<file path="src/rtl/spi_slave_responder.sv">
// SPI mode-0 target running in the io_clock domain: oversampled pins, rx/tx valid-ready streams.
// Back-to-back frames reload the reply shifter on the falling edge after each completed word.
module spi_slave_responder #(
  parameter int                    DATA_WIDTH  = 8,
  parameter int                    SYNC_STAGES = 2,
  parameter logic [DATA_WIDTH-1:0] IDLE_WORD   = 8'hFF
) (
  input  logic                  io_clock,
  input  logic                  io_reset,
  input  logic                  io_spi_sclk,
  input  logic                  io_spi_ss,
  input  logic                  io_spi_mosi,
  output logic                  io_spi_miso,
  output logic                  io_spi_misoEn,
  output logic                  io_rx_valid,
  input  logic                  io_rx_ready,
  output logic [DATA_WIDTH-1:0] io_rx_payload,
  input  logic                  io_tx_valid,
  output logic                  io_tx_ready,
  input  logic [DATA_WIDTH-1:0] io_tx_payload,
  output logic                  io_overrun,
  output logic                  io_busy
);

  localparam int               CNT_W    = $clog2(DATA_WIDTH + 1);
  localparam logic [CNT_W-1:0] LAST_BIT = CNT_W'(DATA_WIDTH - 1);
  localparam logic [CNT_W-1:0] FULL_CNT = CNT_W'(DATA_WIDTH);

  typedef enum logic [1:0] {IDLE, LOAD, SHIFT} state_t;

  state_t                  state_q, state_d;
  logic [SYNC_STAGES-1:0]  sclk_sync_q, sclk_sync_d;
  logic [SYNC_STAGES-1:0]  ss_sync_q, ss_sync_d;
  logic [SYNC_STAGES-1:0]  mosi_sync_q, mosi_sync_d;
  logic                    sclk_prev_q, sclk_prev_d;
  logic                    ss_prev_q, ss_prev_d;
  logic [CNT_W-1:0]        bit_cnt_q, bit_cnt_d;
  logic                    reload_q, reload_d;
  logic [DATA_WIDTH-2:0]   rx_shift_q, rx_shift_d;
  logic [DATA_WIDTH-1:0]   tx_shift_q, tx_shift_d;
  logic [DATA_WIDTH-1:0]   rx_data_q, rx_data_d;
  logic                    rx_valid_q, rx_valid_d;
  logic                    overrun_q, overrun_d;
  logic                    tx_ready_q, tx_ready_d;
  logic                    busy_q, busy_d;

  logic                    sclk_s, ss_s, mosi_s;
  logic                    sclk_rise, sclk_fall, ss_rise, ss_fall;
  logic                    word_done, rx_accept;
  logic [DATA_WIDTH-1:0]   rx_word;

  assign sclk_s    = sclk_sync_q[SYNC_STAGES-1];
  assign ss_s      = ss_sync_q[SYNC_STAGES-1];
  assign mosi_s    = mosi_sync_q[SYNC_STAGES-1];
  assign sclk_rise = sclk_s & ~sclk_prev_q;
  assign sclk_fall = ~sclk_s & sclk_prev_q;
  assign ss_rise   = ss_s & ~ss_prev_q;
  assign ss_fall   = ~ss_s & ss_prev_q;
  assign rx_word   = {rx_shift_q, mosi_s};
  assign rx_accept = rx_valid_q & io_rx_ready;

  always_comb begin
    sclk_sync_d = {sclk_sync_q[SYNC_STAGES-2:0], io_spi_sclk};
    ss_sync_d   = {ss_sync_q[SYNC_STAGES-2:0], io_spi_ss};
    mosi_sync_d = {mosi_sync_q[SYNC_STAGES-2:0], io_spi_mosi};
    sclk_prev_d = sclk_s;
    ss_prev_d   = ss_s;
    state_d     = state_q;
    bit_cnt_d   = bit_cnt_q;
    reload_d    = reload_q;
    rx_shift_d  = rx_shift_q;
    tx_shift_d  = tx_shift_q;
    rx_data_d   = rx_data_q;
    rx_valid_d  = rx_valid_q;
    overrun_d   = 1'b0;
    word_done   = 1'b0;

    case (state_q)
      IDLE: begin
        if (ss_fall) state_d = LOAD;
      end
      LOAD: begin
        tx_shift_d = io_tx_valid ? io_tx_payload : IDLE_WORD;
        state_d    = SHIFT;
      end
      SHIFT: begin
        if (sclk_rise) begin
          rx_shift_d = rx_word[DATA_WIDTH-2:0];
          if (bit_cnt_q == LAST_BIT) begin
            word_done = 1'b1;
            bit_cnt_d = '0;
            reload_d  = 1'b1;
          end else begin
            bit_cnt_d = bit_cnt_q + 1'b1;
          end
        end else if (sclk_fall) begin
          // The fall after a completed word is the slot for fetching the next reply.
          if (reload_q) begin
            reload_d = 1'b0;
            state_d  = LOAD;
          end else if (bit_cnt_q != '0 && bit_cnt_q != FULL_CNT) begin
            tx_shift_d = tx_shift_q << 1;
          end
        end
      end
      default: state_d = IDLE;
    endcase

    if (ss_rise) begin
      state_d   = IDLE;
      bit_cnt_d = '0;
      reload_d  = 1'b0;
    end

    // A word completing while the consumer takes the old one simply replaces it.
    if (word_done) begin
      if (!rx_valid_q || rx_accept) begin
        rx_data_d  = rx_word;
        rx_valid_d = 1'b1;
      end else begin
        overrun_d = 1'b1;
      end
    end else if (rx_accept) begin
      rx_valid_d = 1'b0;
    end

    tx_ready_d = (state_d == LOAD);
    busy_d     = (state_d != IDLE);
  end

  always_ff @(posedge io_clock) begin
    if (io_reset) begin
      state_q     <= IDLE;
      sclk_sync_q <= '0;
      ss_sync_q   <= '1;
      mosi_sync_q <= '0;
      sclk_prev_q <= 1'b0;
      ss_prev_q   <= 1'b1;
      bit_cnt_q   <= '0;
      reload_q    <= 1'b0;
      rx_shift_q  <= '0;
      tx_shift_q  <= '0;
      rx_data_q   <= '0;
      rx_valid_q  <= 1'b0;
      overrun_q   <= 1'b0;
      tx_ready_q  <= 1'b0;
      busy_q      <= 1'b0;
    end else begin
      state_q     <= state_d;
      sclk_sync_q <= sclk_sync_d;
      ss_sync_q   <= ss_sync_d;
      mosi_sync_q <= mosi_sync_d;
      sclk_prev_q <= sclk_prev_d;
      ss_prev_q   <= ss_prev_d;
      bit_cnt_q   <= bit_cnt_d;
      reload_q    <= reload_d;
      rx_shift_q  <= rx_shift_d;
      tx_shift_q  <= tx_shift_d;
      rx_data_q   <= rx_data_d;
      rx_valid_q  <= rx_valid_d;
      overrun_q   <= overrun_d;
      tx_ready_q  <= tx_ready_d;
      busy_q      <= busy_d;
    end
  end

  assign io_spi_miso   = tx_shift_q[DATA_WIDTH-1] & busy_q;
  assign io_spi_misoEn = busy_q;
  assign io_busy       = busy_q;
  assign io_rx_valid   = rx_valid_q;
  assign io_rx_payload = rx_data_q;
  assign io_tx_ready   = tx_ready_q;
  assign io_overrun    = overrun_q;

endmodule

</file>
<file path="config.mk">
export PLATFORM = sky130hd
export DESIGN_NAME = spi_slave_responder
export DESIGN_NICKNAME = d
export VERILOG_FILES = /design/src/rtl/spi_slave_responder.sv
export SDC_FILE = /design/constraint.sdc
export NUM_CORES = 1
export LEC_CHECK = 0
export ABC_AREA = 1
export CAP_MARGIN = 20
export CORE_MARGIN = 2
export CORE_UTILIZATION = 55
export CTS_CLUSTER_SIZE = 14
export DETAILED_ROUTE_END_ITERATION = 12
export DONT_BUFFER_PORTS = 1
export PLACE_DENSITY = 0.7
export SLEW_MARGIN = 5
export SYNTH_ARGS = -nofsm -noshare
export SYNTH_HDL_FRONTEND = slang
export SYNTH_SLANG_ARGS = --single-unit
</file>
<file path="constraint.sdc">
create_clock -name io_clock -period 4.16 [get_ports io_clock]
set_clock_uncertainty 0.05 [all_clocks]
set_input_delay 0.832 -clock io_clock [delete_from_list [all_inputs] [get_ports io_clock]]
set_output_delay 0.832 -clock io_clock [all_outputs]
set_load 0.02 [all_outputs]
</file>
== Yosys cells after proc, flatten, opt, wreduce, memory -nomap -nowiden ==
Cells that the tools add are included.

* Add/subtract/negate cells: 1
* $mul: 0
* Div/mod/pow operators: 0
* Order comparisons: 0
* Eq/ne operators: 11
* Shift-type cells: 0
* Mux-type cells: 23
* Bitwise gates (word level): 11
* Reduce and logical (&&, ||, !) cells: 16

{| class="wikitable"
|+ Operators by type and width
! operator !! count
|-
| 8-bit two-way mux || 5
|-
| 8-bit case mux with 2 select lines || 1
|-
| 1-bit two-way mux || 10
|-
| 2-bit two-way mux || 5
|-
| 2-bit inequality test, second input constant || 4
|-
| 2-bit nonzero test || 4
|-
| 1-bit AND || 6
|-
| 2-bit case mux with 3 select lines || 1
|-
| 2-bit AND reduction || 3
|-
| 1-bit inverter || 5
|-
| 5-bit AND reduction || 1
|-
| 4-bit by 1-bit adder with 4-bit output, second input constant || 1
|-
| 2-bit by 1-bit equality test with 1-bit output, second input constant || 2
|-
| 4-bit by 3-bit equality test with 1-bit output, second input constant || 1
|-
| 4-bit two-way mux || 1
|-
| 2-bit by 1-bit inequality test with 1-bit output, second input constant || 2
|-
| 4-bit inequality test, second input constant || 1
|-
| 4-bit nonzero test || 1
|-
| 2-bit OR reduction || 2
|-
| 3-bit AND reduction || 1
|-
| 2-bit equality test, second input constant || 1
|-
| 2-bit logical NOT || 1
|-
| 1-bit logical AND || 1
|-
| 1-bit logical NOT || 1
|-
| 1-bit logical OR || 1
|}

* Register bits: 42
* Latch bits: 0
* Bits in writable memories: 0
* Memory bits (read-only): 0
* Input port bits: 15
* Output and inout bits: 14
* Logic and storage cells: 77
* Memories kept: 0

== Depth between registers and ports, before layout ==
Gate-level depths: netlist (run 1).

* Depth in word-level cells: 7
* Gate-level depth with buffers: 10
* Gate-level depth less buffers: 9

== Least setup slack after synthesis (run 1) ==
No wires, ideal clock.

* Kind: input -> register
* From: input port io_reset
* To: register bit_cnt_q[1]
* Library setup time: 0.070 ns
* Arrival: 1.461 ns
* Required time: 4.040 ns
* Setup slack: 2.579 ns
* Stages: 6
* Path buffers: 1
* Path through: buf_2 > inv_1 > nand2_1 > inv_1 > o21ai_0 > a21oi_1

* Longest elaborated chain between the ends: 1

{| class="wikitable"
|+ RTL lines
! what !! line !! RTL
|-
| start, declared || 9 || <nowiki>input logic io_reset,</nowiki>
|-
| 2-bit OR reduction (no source line) || -- ||
|-
| end signal, assigned || 155 || <nowiki>bit_cnt_q <= bit_cnt_d;</nowiki>
|-
| end, declared || 37 || <nowiki>logic [CNT_W-1:0] bit_cnt_q, bit_cnt_d;</nowiki>
|}

Every way passes these cells.
A chain may end at the register's enable or synchronous reset.

== Worst setup path after layout (run 1) ==
* From: register busy_q (netlist: io_busy)
* To: output port io_spi_miso

* Longest elaborated chain between the ends: 1

{| class="wikitable"
|+ RTL lines
! what !! line !! RTL
|-
| start, declared || 45 || <nowiki>logic busy_q, busy_d;</nowiki>
|-
| start signal, assigned || 163 || <nowiki>busy_q <= busy_d;</nowiki>
|-
| 1-bit AND || 167 || <nowiki>assign io_spi_miso = tx_shift_q[DATA_WIDTH-1] & busy_q;</nowiki>
|-
| end, declared || 13 || <nowiki>output logic io_spi_miso,</nowiki>
|}

Every way passes these cells.

==> results.yml, run 1 <==
status:
  run_status: "finished, final reports clean"
floorplan:
  die_area_sq_um: 3560
  die-width_um: 59.6
  initial_utilization_pct: 56.7
  placement_rows: 20
  chipHeight_um: 59.6
  boundaryPins: 29
  core_sq_um: 3000
worst_setup_path:
  crit_required_ns: 3.28
  worstSetupStartpoint: "io_busy$_SDFF_PP0_"
  worstSetupPathType: "register to output pin"
  worstReg2RegStart: "state_q[0]$_SDFF_PP0_"
  startpoint_type: "register"
  critical_path.cell_chain: "nand2_1, inv_1"
  timing.critical_path.slowest_cell_delay_ns: 0.58
  cp_slowest_cell: "dfxtp_1"
  worst-endpoint-arrival_ns: 1.19
  timing.critical_path.to_type: "output pin"
  worstPathMaxFanout: 3
logic_synthesis:
  synth_top_cells_by_count: "nand2_1 (46), dfxtp_1 (42), nor2_1 (29)"
  netlist_instances: 227
  synth_top_family_by_area: "simple AND/OR/NAND/NOR gates"
  synth_enable_flop_cells: 0
  yosys_register_bits: 42
  synth_compound_gate_area_share_pct: 13.0
  synth-main-ff-cell: "dfxtp_1"
  syn_nets: 244
  post-synth-top-count-cell: "nand2_1"
  synth_cell_types: 25
  synth.yosys.warnings: 0
  adder_cell_share_of_the_synthesized_area_pct: 1.47
  async_flop_share_pct: 0
  synth_top_area_cell: "dfxtp_1"
  ys_top_cells_by_area: "dfxtp_1 (49%), nand2_1 (10%), o21ai_0 (6.5%)"
  synth_top_area_share_pct: 49.4
  synth.mux.area_fraction_pct: 0
  synth_xor_area_share_pct: 0
  synthSimpleGateAreaFrac_pct: 26.2
  synthesis.area_sq_um: 1700
  synthesis.area_per_instance_sq_um: 7.50
  synth.yosys.seq_area_share_pct: 49.4
drt:
  detail_route.vias_per_cell: 5.28
  drc: 0
  postRouteAntennaNets: 0
  initial_drc_count: 86
  routedWlPerCell_um: 11.7
  wirelength_routed_um: 3020
  total_number_of_vias: 1362
  router_iterations_before_antenna_repair: 4
finish:
  layout-drive-gt1-share_pct: 8.00
  multiInputGateArea_sq_um: 693
  regArea_sq_um: 841
  layout.cell_area.non_filler_sq_um: 1730
  total_of_fill_cells_in_the_finished_design: 284
  design.final.nets: 242
  finalCoreUtilization_pct: 57.7
  layout-area-overhead-vs-synth_pct: 1.76
  insertedDiodeCount: 0
timing:
  fmaxAchievable_ghz: 0.484
  maxSlewViolCount: 0
  finalCritPeriodShare_pct: 49.7
  setup_viol: 0
  setup_total_negative_slack_ns: 0
  finalWorstPathRequiredPeriod_ns: 2.07
  worst_slew_margin_rel_pct: 68.9
  hold_violation_count_in_the_final_report: 0
  worst_pin_slew_ns: 0.465
  timing.hold.ws_ns: 0.363
  setup_repair_after_global_routing_missed_its_margin: "false"
global_route:
  first_global_vias: 1213
  grt_start_max_net_pins: 24
  grt_pass1_wl_um: 5180
  overall_track_demand_over_capacity_in_global_routing_pct: 19.6
  antenna_found_initial: 0
  global_route.overflow_total: 0
job:
  maxCapViolCount: 0
clock_network:
  clock_tree.buffer_depth: 2
  clkSlewWorstSetupHoldPaths_ns: 0.11
  cts_resized: 0
  cts.repair_timing.setup_buffer_count: 0
  clock-sinks: 42
  total_clock_buffers_created_by_cts: 5
  cts.hold.buffers_added: 0
  clock_tree_from_tritoncts: "yes"
  root_buffer: "clkbuf_4"
  worst_skew_pair.late_latency_ns: 0.34
  h-tree-depth: 2
power:
  cellLeakagePower_nw: 0.727
  power.density_cell_area_nw_per_um2: 359
  irDropWorstVdd_mv: 0.170
hold_path:
  hold_path_startpoint: "mosi_sync_q[0]$_SDFF_PP0_"
  hold_class: "register to register"
place:
  place_hpwl_um: 2180
  place.port_buffers: 0
  gp_congestion: 0.807
  dpl_cell_area_sq_um: 1690
[cell type report]
class | instances | area share [%]
sequential | 42 | 48.5
multi-input combinational | 146 | 40.0
inverter | 30 | 6.50
tap | 33 | 2.38
clock buffer | 7 | 2.60
[logic make-up (layout without fill, tap and decap cells)]
logic type,count (synthesis),after routing
buffers and inverters,39,37
AOI/OAI and AO/OA,44,44
and+or+nand+nor,100,100
DFF,42,42
adders and majority gates,2,2
[worst max-delay path, delay by kind of cell, from the launching register on]
family / cells / cell delay [ns]
and+or+nand+nor: 1 / 0.10
DFF: 1 / 0.58
buffers and inverters: 1 / 0.16
[state kept, by name, indices dropped and copies added, names as in the netlist, 2 cells and up]
register and count:
io_rx_payload 8, tx_shift_q 8, rx_shift_q 7, bit_cnt_q 4
mosi_sync_q 2, sclk_sync_q 2, ss_sync_q 2, state_q 2
[layer usage]
| layer | global-route usage (%) | routed length (um) | vias to the layer above | share of wire (%) |
|---|---|---|---|---|
| li1 | - | - | 716 | - |
| met1 | 23.4 | 1390 | 614 | 46 |
| met2 | 31.7 | 1440 | 26 | 48 |
| met3 | 6.99 | 142 | 6 | 4.7 |
| met4 | 8.57 | 53 | 0 | 1.8 |
| met5 | 0 | 0 | - | 0 |
[final timing paths]
path,slack (ns),to,cells after the start
worst max-delay path,2.09,io_spi_miso,2
worst min-delay path,0.36,mosi_sync_q[1]$_SDFF_PP0_,2
worst max register to register,2.49,bit_cnt_q[1]$_SDFFE_PP0P_,6
worst min register to register,0.36,mosi_sync_q[1]$_SDFF_PP0_,2
[stage by stage]
stage                     setup WS, ns  total power, mW  std cells
after floorplan                   2.58            0.450        227
after global placement            2.39            0.450        251
after detailed placement          2.29            0.451        251
after CTS                         2.07            0.630        258
after global routing              2.00            0.653        258
final                             2.09            0.623        258
[cells in the final DEF, fill, tap and decap left out]
cell type / synthesis / layout
nand2_1: 46 / 46
dfxtp_1: 42 / 42
nor2_1: 29 / 29
inv_1: 27 / 27
o21ai_0: 22 / 22
a21oi_1: 20 / 20
nand4_1: 9 / 9
clkbuf_4: 0 / 5
or2_2: 4 / 4
inv_2: 3 / 3
nand3_1: 3 / 3
nand2_2: 2 / 2
nor2_4: 2 / 2
nor3_1: 2 / 2
ha_1: 2 / 2
clkbuf_1: 1 / 2
nor2_2: 1 / 1
nand3_2: 1 / 1
o21ai_1: 1 / 1
nand3b_1: 1 / 1
a31oi_1: 1 / 1
[power by group]
part	leakage (nW)	total (mW)	switching, mW	internal [mW]
logic	0.361	0.0272	0.0183	0.00892
registers	0.341	0.415	0.00512	0.410
clock network	0.0254	0.181	0.117	0.0638
Power figures use the tool's default switching activity.
==> inputs of run 2 (changes only) <==
==> constraint.sdc (replaced) <==
create_clock -name io_clock -period 2 [get_ports io_clock]
set_clock_uncertainty 0.05 [all_clocks]
set_input_delay 0.4 -clock io_clock [delete_from_list [all_inputs] [get_ports io_clock]]
set_output_delay 0.4 -clock io_clock [all_outputs]
set_load 0.02 [all_outputs]
==> results.yml, run 2 (synthesized netlist as in run 1, its figures left out) <==
hold_path:
  hold-path-cell-count: 1
  hold_class: "input port to register"
  hold_end: "io_rx_payload[0]$_SDFFE_PP0P_"
  hold_path_startpoint: "io_reset"
worst_setup_path:
  critical_path.n_buffers_inverters: 1
  critical_path.cell_chain: "nand2_1, inv_1"
  worstPathMaxFanout: 3
  crit_cells: 2
  worstReg2RegStart: "state_q[0]$_SDFF_PP0_"
  cp_slowest_cell: "dfxtp_1"
  timing.critical_path.slowest_cell_delay_ns: 0.59
  worst-endpoint-arrival_ns: 1.19
  worst_r2r_path_depth: 6
  worstSetupPathType: "register to output pin"
  timing.critical_path.to_type: "output pin"
  reg2reg_slack_ns: 0.47
  startpoint_type: "register"
  worst_path_dominant_cell_family: "flip-flops"
  timing.rr.end: "io_rx_payload[5]$_SDFFE_PP0P_"
  crit_required_ns: 1.55
clock_network:
  clock-sinks: 42
  worst_skew_pair.late_latency_ns: 0.34
  root_buffer: "clkbuf_4"
  clock_tree.buffer_depth: 2
  clock_tree_from_tritoncts: "yes"
  cts_resized: 0
  h-tree-depth: 2
  total_clock_buffers_created_by_cts: 5
  cts.hold.buffers_added: 0
  clkSlewWorstSetupHoldPaths_ns: 0.12
  cts.repair_timing.setup_buffer_count: 0
job:
  maxCapViolCount: 0
floorplan:
  core_sq_um: 3000
  initial_utilization_pct: 56.7
  placement_rows: 20
  boundaryPins: 29
  chipHeight_um: 59.6
  die-width_um: 59.6
  die_area_sq_um: 3560
timing:
  maxSlewViolCount: 0
  hold_violation_count_in_the_final_report: 0
  finalWorstPathRequiredPeriod_ns: 1.64
  setup_viol: 0
  worst_slew_margin_rel_pct: 72.4
  fmaxAchievable_ghz: 0.609
  setup_total_negative_slack_ns: 0
  setup_repair_after_global_routing_missed_its_margin: "false"
  worst_pin_slew_ns: 0.414
  finalCritPeriodShare_pct: 82.1
global_route:
  global_route.overflow_total: 0
  grt_pass1_wl_um: 5150
  grt_use_met3_pct: 6.77
  use_met1_pct: 21.4
  top_usage_layer: "met2"
  antenna_found_initial: 0
  grt_start_max_net_pins: 20
  groute.layer.met2.usage_pct: 33.9
  overall_track_demand_over_capacity_in_global_routing_pct: 19.2
  first_global_vias: 1253
drt:
  router_iterations_before_antenna_repair: 5
  routedWlPerCell_um: 11.9
  total_number_of_vias: 1382
  drc: 0
  initial_drc_count: 89
  detail_route.vias_per_cell: 5.30
  wirelength_routed_um: 3100
  postRouteAntennaNets: 0
finish:
  layout.cell_area.non_filler_sq_um: 1760
  layout-area-overhead-vs-synth_pct: 3.53
  total_of_fill_cells_in_the_finished_design: 284
  insertedDiodeCount: 0
  most_common_cell_after_layout_fill_and_taps_aside: "nand2_1"
  layout-drive-gt1-share_pct: 9.65
  finalCoreUtilization_pct: 58.7
  design.final.nets: 244
  layout_common_cells: "nand2_1 (46), dfxtp_1 (42), nor2_1 (29)"
place:
  place.port_buffers: 0
  dpl_cell_area_sq_um: 1700
  gp_congestion: 0.779
  place_hpwl_um: 2220
power:
  cellLeakagePower_nw: 0.747
  total_power_mw: 1.35
  power.density_cell_area_nw_per_um2: 764
  irDropWorstVdd_mv: 0.522
status:
  run_status: "finished, final reports clean"
run 2: routing by layer:
layer	share of wire, %	wire (um)
met5	0	0
met4	0.71	22
met3	4.6	144
met2	49	1510
met1	46	1420
run 2: area by class of cell:
type	count	area (sq um)	area share (%)
flip-flops and latches	42	841	47.7
multi-input cells	146	693	39.3
repair buffers	2	15.0	0.852
clock buffers	7	55.1	3.12
well taps	33	41.3	2.34
inverters	30	113	6.39
clock inverters	1	5.00	0.284
run 2: worst max path at each step:
| stage | from | endpoint | slack, ns |
|---|---|---|---|
| finish | io_busy$_SDFF_PP0_ | io_spi_miso | 0.36 |
| global route | io_busy$_SDFF_PP0_ | io_spi_miso | 0.23 |
| CTS | io_busy$_SDFF_PP0_ | io_spi_miso | 0.34 |
| floorplan | bit_cnt_q[0]$_SDFFE_PP0P_ | io_rx_payload[2]$_SDFFE_PP0P_ | 0.69 |
| detailed placement | bit_cnt_q[0]$_SDFFE_PP0P_ | io_rx_payload[7]$_SDFFE_PP0P_ | 0.47 |
| global placement | bit_cnt_q[0]$_SDFFE_PP0P_ | io_rx_payload[2]$_SDFFE_PP0P_ | 0.54 |
run 2: metrics by stage:
step	worst slack, ns	std cells	hold slack, ns
final	0.359	261	0.0594
after global routing	0.231	261	0.0193
after CTS	0.343	261	0.0440
after detailed placement	0.474	253	0.348
after global placement	0.540	253	0.341
after floorplan	0.692	227	0.338
run 2: power by group:
part	total [mW]	switching [mW]	internal (mW)
Combinational	0.0588	0.0388	0.0200
Clock	0.424	0.253	0.171
Sequential	0.863	0.0110	0.853
